**src/rtl/uart_boot_pkg.sv**
```systemverilog
// Shared definitions for the UART boot / image dump path.
//   BAUD_115200  : clocks per UART bit at 115200 baud
//   WORD_BYTES   : bytes per memory word on the wire
//   HDR_BYTES    : bytes in the length header
//   dump_state_t : states of the memory dump sequencer
package uart_boot_pkg;

  localparam logic [12:0] BAUD_115200 = 13'h01b2;
  localparam int          WORD_BYTES  = 4;
  localparam int          HDR_BYTES   = 2;

  typedef enum logic [3:0] {
    IDLE,
    HDR_HI,
    HDR_LO,
    RD_REQ,
    RD_WAIT,
    B3,
    B2,
    B1,
    B0,
    FIN
  } dump_state_t;

endpackage

```
**src/rtl/uart_tx.sv**
```systemverilog
// 8N1 UART transmitter, LSB first, idle high.
//   clk, rst  : clock, synchronous active-high reset
//   trmt      : 1-cycle request to send tx_data (ignored while a frame is out)
//   tx_data   : byte to send, captured with trmt
//   baud_cnt  : clocks per bit
//   TX        : serial output, driven straight from a flop
//   tx_done   : 1-cycle pulse once the stop bit has completed
module uart_tx (
  input  logic        clk,
  input  logic        rst,
  input  logic        trmt,
  input  logic [7:0]  tx_data,
  input  logic [12:0] baud_cnt,
  output logic        TX,
  output logic        tx_done
);

  logic [9:0]  shift_q;
  logic [12:0] baud_q;
  logic [3:0]  bit_q;
  logic        active_q;
  logic        done_q;

  // NOTE: sequential state is written only with non-blocking assignments so every
  // flop samples the pre-edge value of its neighbours, independent of block order.
  always_ff @(posedge clk) begin
    if (rst) begin
      shift_q  <= '1;
      baud_q   <= '0;
      bit_q    <= '0;
      active_q <= 1'b0;
      done_q   <= 1'b0;
    end else begin
      done_q <= 1'b0;
      if (!active_q) begin
        if (trmt) begin
          // Stop bit, data, start bit; shifting right puts bit 0 on the line first.
          shift_q  <= {1'b1, tx_data, 1'b0};
          baud_q   <= '0;
          bit_q    <= '0;
          active_q <= 1'b1;
        end
      end else if (baud_q == baud_cnt - 13'd1) begin
        baud_q  <= '0;
        // Shift in ones so the line rests high once the frame has drained.
        shift_q <= {1'b1, shift_q[9:1]};
        if (bit_q == 4'd9) begin
          active_q <= 1'b0;
          done_q   <= 1'b1;
        end else begin
          bit_q <= bit_q + 4'd1;
        end
      end else begin
        baud_q <= baud_q + 13'd1;
      end
    end
  end

  assign TX      = shift_q[0];
  assign tx_done = done_q;

endmodule

```
**src/rtl/uart_mem_dump.sv**
```systemverilog
// Streams a memory image out on a UART in the boot-loader frame format:
// 16-bit byte-count header MSB first, then 32-bit words MSB first.
//   clk, rst  : clock, synchronous active-high reset
//   start     : 1-cycle request, honoured only when idle
//   num_bytes : image length; low 2 bits are dropped on capture
//   re, raddr : 1-cycle memory read strobe and byte address
//   rdata     : read data, valid the cycle after re
//   TX        : UART serial output
//   busy      : high from accepted start until the dump completes
//   done      : 1-cycle pulse after the final stop bit
module uart_mem_dump
  import uart_boot_pkg::*;
#(
  parameter logic [12:0] BAUD_CNT = BAUD_115200,
  parameter int          ADDR_W   = 15
) (
  input  logic              clk,
  input  logic              rst,
  input  logic              start,
  input  logic [15:0]       num_bytes,
  output logic              re,
  output logic [ADDR_W-1:0] raddr,
  input  logic [31:0]       rdata,
  output logic              TX,
  output logic              busy,
  output logic              done
);

  dump_state_t       state_q;
  logic [15:0]       nb_q;
  logic [ADDR_W-1:0] raddr_q;
  logic [ADDR_W-1:0] raddr_d;
  logic [ADDR_W-1:0] end_addr;
  logic [31:0]       word_q;
  logic [7:0]        tx_data_q;
  logic              re_q;
  logic              busy_q;
  logic              done_q;
  logic              trmt_q;
  logic              issue_q;
  logic              tx_done;

  assign raddr_d  = raddr_q + ADDR_W'(WORD_BYTES);
  assign end_addr = nb_q[ADDR_W-1:0];

  uart_tx u_tx (
    .clk      (clk),
    .rst      (rst),
    .trmt     (trmt_q),
    .tx_data  (tx_data_q),
    .baud_cnt (BAUD_CNT),
    .TX       (TX),
    .tx_done  (tx_done)
  );

  // issue_q marks a state entered without a frame launched yet (HDR_HI after start,
  // B3 after a read); every other byte is launched the cycle after tx_done.
  always_ff @(posedge clk) begin
    if (rst) begin
      state_q   <= IDLE;
      nb_q      <= '0;
      raddr_q   <= '0;
      word_q    <= '0;
      tx_data_q <= '0;
      re_q      <= 1'b0;
      busy_q    <= 1'b0;
      done_q    <= 1'b0;
      trmt_q    <= 1'b0;
      issue_q   <= 1'b0;
    end else begin
      re_q   <= 1'b0;
      done_q <= 1'b0;
      trmt_q <= 1'b0;
      unique case (state_q)
        IDLE: begin
          if (start) begin
            // Word-granular length keeps the receiver's end compare reachable.
            nb_q    <= num_bytes & 16'hfffc;
            raddr_q <= '0;
            busy_q  <= 1'b1;
            issue_q <= 1'b1;
            state_q <= HDR_HI;
          end
        end
        HDR_HI: begin
          if (issue_q) begin
            issue_q   <= 1'b0;
            trmt_q    <= 1'b1;
            tx_data_q <= nb_q[15:8];
          end else if (tx_done) begin
            trmt_q    <= 1'b1;
            tx_data_q <= nb_q[7:0];
            state_q   <= HDR_LO;
          end
        end
        HDR_LO: begin
          if (tx_done) begin
            if (raddr_q == end_addr) begin
              done_q  <= 1'b1;
              state_q <= FIN;
            end else begin
              re_q    <= 1'b1;
              state_q <= RD_REQ;
            end
          end
        end
        RD_REQ: state_q <= RD_WAIT;
        RD_WAIT: begin
          // rdata is only trusted here, one cycle after the read strobe.
          word_q  <= rdata;
          issue_q <= 1'b1;
          state_q <= B3;
        end
        B3: begin
          if (issue_q) begin
            issue_q   <= 1'b0;
            trmt_q    <= 1'b1;
            tx_data_q <= word_q[31:24];
          end else if (tx_done) begin
            trmt_q    <= 1'b1;
            tx_data_q <= word_q[23:16];
            state_q   <= B2;
          end
        end
        B2: begin
          if (tx_done) begin
            trmt_q    <= 1'b1;
            tx_data_q <= word_q[15:8];
            state_q   <= B1;
          end
        end
        B1: begin
          if (tx_done) begin
            trmt_q    <= 1'b1;
            tx_data_q <= word_q[7:0];
            state_q   <= B0;
          end
        end
        B0: begin
          if (tx_done) begin
            raddr_q <= raddr_d;
            if (raddr_d == end_addr) begin
              done_q  <= 1'b1;
              state_q <= FIN;
            end else begin
              re_q    <= 1'b1;
              state_q <= RD_REQ;
            end
          end
        end
        FIN: begin
          busy_q  <= 1'b0;
          state_q <= IDLE;
        end
        default: state_q <= IDLE;
      endcase
    end
  end

  assign re    = re_q;
  assign raddr = raddr_q;
  assign busy  = busy_q;
  assign done  = done_q;

endmodule

```
**config.mk**
```make
export PLATFORM = sky130hd
export DESIGN_NAME = uart_mem_dump
export DESIGN_NICKNAME = d
export VERILOG_FILES = /design/src/rtl/uart_boot_pkg.sv /design/src/rtl/uart_tx.sv /design/src/rtl/uart_mem_dump.sv
export SDC_FILE = /design/constraint.sdc
export NUM_CORES = 1
export LEC_CHECK = 0
export BUFFER_PORTS_ARGS = -buffer_cell sky130_fd_sc_hd__buf_2
export CAP_MARGIN = 20
export CELL_PAD_IN_SITES_DETAIL_PLACEMENT = 2
export CELL_PAD_IN_SITES_GLOBAL_PLACEMENT = 2
export CORE_MARGIN = 10
export CORE_UTILIZATION = 38
export CTS_BUF_LIST = sky130_fd_sc_hd__clkbuf_2
export DETAILED_ROUTE_END_ITERATION = 8
export HOLD_SLACK_MARGIN = 0.08
export PLACE_DENSITY_LB_ADDON = 0.3
export SLEW_MARGIN = 30
export SYNTH_ARGS = -nofsm -noshare
export SYNTH_HDL_FRONTEND = slang
export SYNTH_SLANG_ARGS = --single-unit
```
**constraint.sdc**
```tcl
create_clock -name clk -period 5 [get_ports clk]
set_clock_uncertainty 0.1 [all_clocks]
set_input_delay 0.25 -clock clk [delete_from_list [all_inputs] [get_ports clk]]
set_output_delay 0.25 -clock clk [all_outputs]
set_load 0.1 [all_outputs]
```
==> results of run 1 <==
-- synth_stat cells (5+ instances only) --
library cell	n	area, um^2
nand2_1	117	439
dfxtp_1	104	2080
a21oi_1	73	365
nor2_1	58	218
clkbuf_1	26	97.6
o21ai_0	23	115
nor3_1	22	110
mux2i_1	16	160
xnor2_1	13	114
and3_1	12	75.1
inv_1	10	37.5
nand3_1	10	50.1
xor2_1	10	87.6
a211o_1	9	78.8
a211oi_1	8	60.1
a31oi_1	8	50.1
mux2_2	8	90.1
or4_1	8	60.1
a221oi_1	7	61.3
buf_2	7	35.0
nand4_1	7	43.8
buf_6	5	56.3
ha_1	5	62.6
nor2b_1	5	31.3
nor3b_1	5	37.5
-- critical path, delay by kind of cell, from the launching register on --
| kind | cells | cell delay (ns) |
|---|---|---|
| AOI/OAI and AO/OA | 1 | 0.11 |
| and+or+nand+nor | 3 | 1.44 |
| buffers and inverters | 1 | 0.62 |
| DFF | 1 | 0.63 |
-- cell families (layout without fill, tap and decap cells) --
kind of cell    count (synthesis)  after routing  share of synthesized area [%]
flops                         104            104                           40.1
mux                            24             24                           4.82
compound gates                156            156                           18.8
simple gates                  276            276                           26.1
fa+ha+maj                       5              5                           1.21
other cells                     1              2                         0.0722
xor+xnor                       23             23                           3.88
buf+inv                        55            156                           5.09
-- cell type report --
class                      count  area [um^2]
inverter                      11         41.3
clock buffer                   9         45.0
multi-input combinational    486         2870
clock inverter                 7         82.6
timing repair buffer         129          961
fill                        1467         7000
tap                          176          220
sequential                   104         2080
-- routing by layer --
layer	vias to the layer above	GRT usage (%)
met2	190	42.8
met1	2751	27.8
met4	0	11.9
met5	-	0
met3	64	4.51
li1	2474	-
-- flip-flops by register name, indices dropped and copies added (netlist names) --
name / flops
word_q: 32
nb_q: 14
raddr: 13
u_tx.baud_q: 13
u_tx.shift_q: 9
tx_data_q: 8
state_q: 4
u_tx.bit_q: 4
busy: 1
done: 1
issue_q: 1
re: 1
trmt_q: 1
u_tx.active_q: 1
u_tx.tx_done: 1
-- timing repair --
action	in CTS	in global routing
setup endpoints to repair	0	0
hold buffers	61	1
buffers inserted	0	0
hold endpoints to repair	47	4
-- metrics by stage --
stage | hold WS (ns) | instance area, um^2
2_1_floorplan | 0.286 | 5190
3_3_place_gp | 0.341 | 5530
3_5_place_dp | 0.348 | 5540
4_1_cts | 0.0814 | 6280
5_1_grt | 0.100 | 6300
6_report | 0.144 | 6300
-- worst paths after layout --
check,depth (start not counted),endpoint,startpoint
worst max-delay path,5,word_q[3],state_q[1]
worst min-delay path,4,word_q[17],rdata[17]
worst max register to register,5,word_q[3],state_q[1]
worst min register to register,2,word_q[22],word_q[22]
-- power groups by stage --
stage | logic, mW | registers, mW | clock network [mW]
2_1_floorplan | 0.203 | 0.922 | 0
3_3_place_gp | 0.262 | 0.937 | 0
3_5_place_dp | 0.281 | 0.942 | 0
4_1_cts | 0.316 | 0.929 | 0.447
5_1_grt | 0.369 | 0.945 | 0.502
6_report | 0.341 | 0.938 | 0.460
==> impl_metrics.py, run 1 <==
metrics = {
    "critical_path": {
        "crit_type": "reg -> reg",
        "worstPathCellList": "nor2_1, nand3_2, nand2_1, a21oi_1, dlygate4sd3_1",
        "ff2ff_setup_slack_ns": 2.02,
        "end_kind": "flop",
        "cp_slowest_cell": "nand3_2",
        "start_kind": "flop",
        "slowest_delay_ns": 0.64,
        "path_max_fanout": 32,
        "arrival_ns": 3.52,
        "worstPathRequired_ns": 5.53,
    },
    "cts": {
        "cts.path.max_buffers": 2,
        "cts_buffers": 9,
        "clkTransAtPathRegs_ns": 0.42,
        "clock_sinks": 104,
        "clk_latency_ns": 0.74,
        "htree_num_levels": 3,
        "cts_tree": "done",
        "cts_resized": 0,
        "clock_tree.root_cell": "clkbuf_2",
    },
    "timing": {
        "setup_viol": 0,
        "fin_crit_ns": 2.98,
        "setup_tns_ns": 0,
        "slew_headroom_pct": 35.6,
        "fin_crit_sh_pct": 59.7,
        "max_freq_mhz": 335,
        "tightest_slew_ns": 0.966,
        "hold_viol": 0,
        "drv_slew": 0,
        "finalWorstSetupSlack_ns": 2.02,
        "rsz0062_at_grt": "false",
    },
    "status": {
        "status": "completed",
    },
    "synth": {
        "synthDistinctLibCells": 68,
        "async_reset_ff_share_pct": 0,
        "synth-main-ff-cell": "dfxtp_1",
        "synth-seq-cells": 104,
        "synth_edf_count": 0,
        "yosysSeqAreaShare_pct": 40.1,
        "synth_cells": 644,
        "avgSynthCellArea_um2": 8.06,
        "syn_area_um2": 5190,
        "yosys_warnings": 0,
    },
    "drt": {
        "first_pass_iters": 5,
        "met2_length_mm": 11.2,
        "drt_wl_total_mm": 22.3,
        "wl_met3_mm": 1.09,
        "ant_nets": 0,
        "dr.max_layer_used": "met4",
        "routed_via_density": 5.94,
        "vias": 5479,
        "drcViolationCount": 0,
        "drt-initial-drc-count": 358,
        "met1_length_mm": 9.18,
        "wl_per_cell_um": 24.2,
    },
    "placed_design": {
        "io_buffers": 65,
        "place_ws_ns": 2.29,
        "dp_hpwl_mm": 12.4,
        "place_congestion": 0.826,
        "dp.cells": 844,
    },
    "finish": {
        "drive_above_1_share_pct": 15.1,
        "final_util_pct": 47.4,
        "fin_nets": 797,
        "fin_cells": 922,
        "final_cell_mix": "nand2_1 (117), dfxtp_1 (103), a21oi_1 (73)",
        "antenna_cells": 0,
        "syn_to_final_growth_pct": 21.3,
        "layout.cells.most_common": "nand2_1",
    },
    "run": {
        "drv_cap": 0,
    },
    "power": {
        "comb_power_share_pct": 19.6,
        "seqPwrFrac_pct": 53.9,
        "netSwitchingPower_mw": 0.649,
        "clkPwrFrac_pct": 26.5,
        "power_mw": 1.74,
        "swShare_pct": 37.3,
        "irDropWorstVdd_v": 0.000139,
        "p_per_area_nw_per_um2": 276,
        "internal_power_mw": 1.09,
        "power_leakage_nw": 2.29,
    },
    "floorplan": {
        "die_y_um": 137,
        "core_um2": 13300,
        "rows": 42,
        "dieArea_um2": 18700,
        "io_pins": 70,
        "start_util_pct": 39.0,
        "die_x_um": 137,
    },
    "min_path": {
        "min_path_type": "in -> reg",
    },
    "global_routing": {
        "grt_pass1_vias": 6049,
        "grt_max_degree": 57,
        "overflow": 0,
        "antenna_found_initial": 0,
        "grt_pass1_wl_mm": 35.5,
        "track_usage_pct": 24.4,
    },
}
No activity file was read; power rests on OpenSTA's default activity.
==> inputs of run 2 (changes only) <==
CORE_UTILIZATION = 32   (was 38)
clock period = 2.4 ns   (was 5 ns; I/O delays follow)
==> impl_metrics.py, run 2 (synthesis gave the netlist of run 1 again) <==
metrics = {
    "finish": {
        "stdcell_area_um2": 7100,
        "syn_to_final_growth_pct": 36.7,
        "final_cell_mix": "nand2_1 (117), dlygate4sd3_1 (110), dfxtp_1 (91)",
        "layout.cells.most_common": "nand2_1",
        "fin_nets": 872,
        "fin_cells": 1038,
        "regMostFlops": "word_q",
        "largestRegisters": "word_q: 32 flops, nb_q: 14 flops",
        "drive_above_1_share_pct": 18.5,
        "largest_reg_flops": 32,
        "seq_area_um2": 2110,
        "num-fill-cells": 1773,
        "multi_input_area_um2": 2880,
    },
    "global_routing": {
        "grt_pass1_wl_mm": 35.1,
        "overflow": 0,
        "grt_max_degree": 43,
        "antenna_found_initial": 1,
        "track_usage_pct": 20.2,
        "grt_pass1_vias": 6209,
    },
    "critical_path": {
        "crit_type": "reg -> reg",
        "start_kind": "flop",
        "crit_start": "state_q[2]",
        "path_max_fanout": 32,
        "arrival_ns": 2.82,
        "end_kind": "flop",
        "worstPathRequired_ns": 2.93,
        "timing.rr.start": "state_q[2]",
    },
    "floorplan": {
        "io_pins": 70,
        "start_util_pct": 32.7,
        "dieArea_um2": 21700,
        "core_um2": 15900,
        "die_x_um": 147,
        "die_y_um": 147,
        "rows": 46,
    },
    "placed_design": {
        "dp.cells": 911,
        "place_congestion": 0.879,
        "dp_hpwl_mm": 12.8,
        "io_buffers": 65,
        "place_area_um2": 5810,
        "place_ws_ns": 0.0126,
    },
    "timing": {
        "finalWorstSetupSlack_ns": 0.117,
        "fin_crit_sh_pct": 95.1,
        "setup_tns_ns": 0,
        "rsz0062_at_grt": "false",
        "fin_crit_ns": 2.28,
        "drv_slew": 0,
        "slew_headroom_pct": 64.3,
        "tightest_slew_ns": 0.529,
        "hold_viol": 0,
        "max_freq_mhz": 438,
        "setup_viol": 0,
    },
    "drt": {
        "drt_wl_total_mm": 21.9,
        "routed_via_density": 5.35,
        "wl_per_cell_um": 21.1,
        "drt-initial-drc-count": 312,
        "drcViolationCount": 0,
        "vias": 5555,
        "ant_nets": 0,
        "first_pass_iters": 4,
    },
    "power": {
        "p_per_area_nw_per_um2": 527,
        "power_leakage_nw": 2.64,
        "irDropWorstVdd_v": 0.000251,
    },
    "cts": {
        "htree_num_levels": 3,
        "clkTransAtPathRegs_ns": 0.36,
        "clk_latency_ns": 0.66,
        "cts.path.max_buffers": 2,
        "postCtsSetupBuffers": 0,
        "clock_tree.root_cell": "clkbuf_2",
        "cts_buffers": 9,
        "cts_tree": "done",
        "clock_sinks": 104,
    },
    "min_path": {
        "min_path_type": "in -> reg",
        "worstHoldStart": "rdata[4]",
    },
    "run": {
        "drv_cap": 0,
    },
    "status": {
        "status": "completed",
    },
}
run 2: changes by cell type in the layout (fill, tap and decap cells not counted), moves of 2 or more:
cell and change:
inv_8 -2, dfxtp_2 +9, nor3_1 +2, nor3_2 -2, buf_6 +2, dfxtp_4 +3
dlygate4sd3_1 +48, buf_4 +26, dfxtp_1 -12
run 2: report_power, final:
| part | total [mW] | switching (mW) | internal [mW] |
|---|---|---|---|
| Clock | 1.01 | 0.729 | 0.276 |
| Sequential | 1.90 | 0.0832 | 1.81 |
| Combinational | 0.839 | 0.475 | 0.364 |
run 2: worst paths after layout:
| check | end | cells past startpoint | slack [ns] |
|---|---|---|---|
| setup / recovery | word_q[23] | 6 | 0.12 |
| setup reg to reg | word_q[23] | 6 | 0.12 |
| hold reg to reg | word_q[3] | 2 | 0.39 |
| hold / removal | word_q[4] | 4 | 0.14 |
run 2: repair_timing:
item	in CTS	in global routing
hold buffers	110	0
endpoints found under the hold margin	78	0
gates resized for setup	1	9
endpoints found under the setup margin	2	41
run 2: layer usage:
metal  wire (um)  vias to the layer above  track usage [%]
met3         711                       36             3.26
li1            -                     2620                -
met5           0                        -                0
met2       11400                      107             36.7
met4         655                        0             8.33
met1        9140                     2792             22.7
run 2: cell type report:
type                       count  share of cell area (%)
multi-input combinational    486                    40.6
sequential                   104                    29.7
timing repair buffer         204                    23.3
clock buffer                   9                   0.635
tap                          216                    3.81
clock inverter                 7                    1.39
inverter                      11                   0.582
antenna                        1                  0.0353
run 2: critical path: stages (launching register included):
cell	delay (ns)
dfxtp_1	0.59
buf_4	0.23
and3_1	0.18
buf_6	0.26
nand2_1	0.10
a21oi_1	0.18
dlygate4sd3_1	0.62
run 2: through the flow:
stage	hold slack (ns)	total power [mW]	util [%]
after floorplan	0.156	2.34	-
after global placement	0.259	2.55	36.6
after detailed placement	0.269	2.58	36.6
after CTS	0.0812	3.71	44.5
after global routing	0.0841	3.94	44.7
final	0.138	3.74	44.7
==> inputs of run 3 (changes only) <==
SYNTH_HIERARCHICAL = 1   (was default)
==> impl_metrics.py, run 3 <==
metrics = {
    "finish": {
        "syn_to_final_growth_pct": 28.4,
        "fin_nets": 962,
        "drive_above_1_share_pct": 18.5,
        "largest_reg_flops": 32,
        "num-fill-cells": 2047,
        "largestRegisters": "word_q: 32 flops, nb_q: 14 flops",
        "fin_cells": 1141,
        "layout.cells.most_common": "nand2_1",
        "regMostFlops": "word_q",
        "final_cell_mix": "nand2_1 (137), dfxtp_1 (87), a21oi_1 (80)",
    },
    "drt": {
        "vias": 6125,
        "drt_wl_total_mm": 23.6,
        "drcViolationCount": 0,
        "ant_nets": 0,
        "drt-initial-drc-count": 343,
        "first_pass_iters": 4,
        "wl_per_cell_um": 20.7,
        "routed_via_density": 5.37,
    },
    "critical_path": {
        "timing.rr.start": "state_q[0]",
        "crit_type": "reg -> reg",
        "rr_worst_depth": 6,
        "start_kind": "flop",
        "timing.rr.end": "tx_data_q[0]",
        "ff2ff_setup_slack_ns": 0.02,
        "worstPathRequired_ns": 2.88,
        "arrival_ns": 2.86,
        "path_max_fanout": 11,
        "crit_start": "state_q[0]",
        "cp-endpoint": "tx_data_q[0]",
        "end_kind": "flop",
    },
    "synth": {
        "avgSynthCellArea_um2": 7.98,
        "synth-main-ff-cell": "dfxtp_1",
        "syn_area_um2": 5870,
        "yosysSeqAreaShare_pct": 35.5,
        "synth_top_area_share_pct": 35.5,
        "synth-seq-cells": 104,
        "ys_top_cells_by_area": "dfxtp_1 (35%), nand2_1 (8.8%), a21oi_1 (7.0%)",
        "synthTopCellsByCount": "nand2_1 (137), dfxtp_1 (104), a21oi_1 (82)",
        "yosysMostFrequentCell": "nand2_1",
        "async_reset_ff_share_pct": 0,
        "synth_cells": 736,
        "synth.largest_area_cell": "dfxtp_1",
        "synth_edf_count": 0,
        "synthDistinctLibCells": 74,
        "yosys_warnings": 6,
    },
    "cts": {
        "clkTransAtPathRegs_ns": 0.31,
        "clk_latency_ns": 0.62,
        "cts.path.max_buffers": 2,
        "htree_num_levels": 3,
        "cts_tree": "done",
        "cts_buffers": 9,
        "clock_tree.root_cell": "clkbuf_2",
        "clock_sinks": 104,
    },
    "floorplan": {
        "die_x_um": 155,
        "core_um2": 18000,
        "dieArea_um2": 24200,
        "die_y_um": 155,
        "start_util_pct": 32.6,
        "rows": 49,
        "io_pins": 70,
    },
    "timing": {
        "max_freq_mhz": 421,
        "fin_crit_sh_pct": 99.0,
        "hold_viol": 0,
        "fin_crit_ns": 2.38,
        "slew_headroom_pct": 47.6,
        "tightest_slew_ns": 0.778,
        "drv_slew": 0,
        "setup_tns_ns": 0,
        "setup_viol": 0,
    },
    "run": {
        "drv_cap": 0,
    },
    "placed_design": {
        "dp.cells": 1056,
        "io_buffers": 65,
        "place_congestion": 0.807,
        "dp_hpwl_mm": 14.5,
    },
    "global_routing": {
        "grt_pass1_wl_mm": 36.7,
        "grt_pass1_vias": 6642,
        "grt_max_degree": 48,
        "track_usage_pct": 18.6,
        "overflow": 0,
        "antenna_found_initial": 2,
    },
    "power": {
        "power_leakage_nw": 2.93,
        "irDropWorstVdd_v": 0.000218,
        "p_per_area_nw_per_um2": 445,
    },
    "min_path": {
        "worstHoldStart": "rdata[5]",
        "hold_depth": 4,
        "min_path_type": "in -> reg",
    },
    "status": {
        "status": "completed",
    },
}
==> run 3: changes by cell type after synthesis, moves of 7 or more <==
cell / change
a22oi_1: +8
nor2_1: -13
a21oi_1: +9
nand2_1: +20
xnor2_1: +7
clkbuf_1: +11
o21ai_0: -9
and2_1: +8
xor2_1: +8
mux2i_1: +15
or3_1: +10
==> run 3: how the worst min path moves through the flow <==
stage	endpoint
2_1_floorplan	nb_q[15]
3_3_place_gp	word_q[11]
3_5_place_dp	nb_q[3]
4_1_cts	word_q[18]
5_1_grt	word_q[13]
6_report	word_q[5]
==> run 3: final cells by class <==
cell class	instances	area [um^2]	share of cell area, %
well taps	229	287	3.80
flip-flops and latches	104	2120	28.2
clock buffers	9	45.0	0.598
clock inverters	6	83.8	1.11
inverters	12	45.0	0.598
diodes	2	5.00	0.0664
repair buffers	164	1220	16.2
multi-input cells	615	3720	49.4
==> run 3: critical path, stage by stage (launching register included) <==
cell,delay [ns]
dfxtp_1,0.66
nor2b_1,0.41
o21ai_0,0.24
a21o_1,0.36
nor3_1,0.36
a21oi_1,0.09
nor2_1,0.11
==> run 3: repair_timing <==
| item | in CTS | in global routing |
|---|---|---|
| gates resized for setup | 0 | 22 |
| setup endpoints to repair | 0 | 28 |
| buffers inserted | 0 | 9 |
| endpoints found under the hold margin | 81 | 1 |
| hold buffers | 58 | 1 |
==> run 3: metal layers <==
| layer | GRT usage, % | part of all wire (%) |
|---|---|---|
| met1 | 22.1 | 42 |
| met5 | 0 | 0 |
| met2 | 33.1 | 53 |
| met3 | 3.45 | 3.5 |
| met4 | 5.21 | 2.2 |
==> run 3: through the flow <==
stage	setup slack [ns]	hold WS (ns)	util [%]	total power [mW]	cell area, um^2
2_1_floorplan	-0.0528	0.156	-	2.11	6090
4_1_cts	0.000381	0.0815	41.0	3.30	7390
5_1_grt	-0.0600	0.111	41.8	3.50	7540
3_3_place_gp	0.105	0.263	37.1	2.24	6680
6_report	0.0245	0.125	41.8	3.35	7540
3_5_place_dp	0.0422	0.270	37.1	2.26	6680
==> run 3: cell families after synthesis <==
kind of cell	share of synthesized area [%]
xor gates and xnor gates	5.67
and+or+nand+nor	26.6
DFF	35.5
buffers and inverters	5.16
muxes	6.82
adders and majority gates	1.07
other	0.128
AOI/OAI and AO/OA	19.2
==> run 3: power breakdown <==
part	internal [mW]	switching [mW]	leakage [nW]	total, mW
combinational	0.239	0.316	2.00	0.556
clock	0.337	0.655	0.0797	0.993
sequential	1.76	0.0488	0.852	1.80
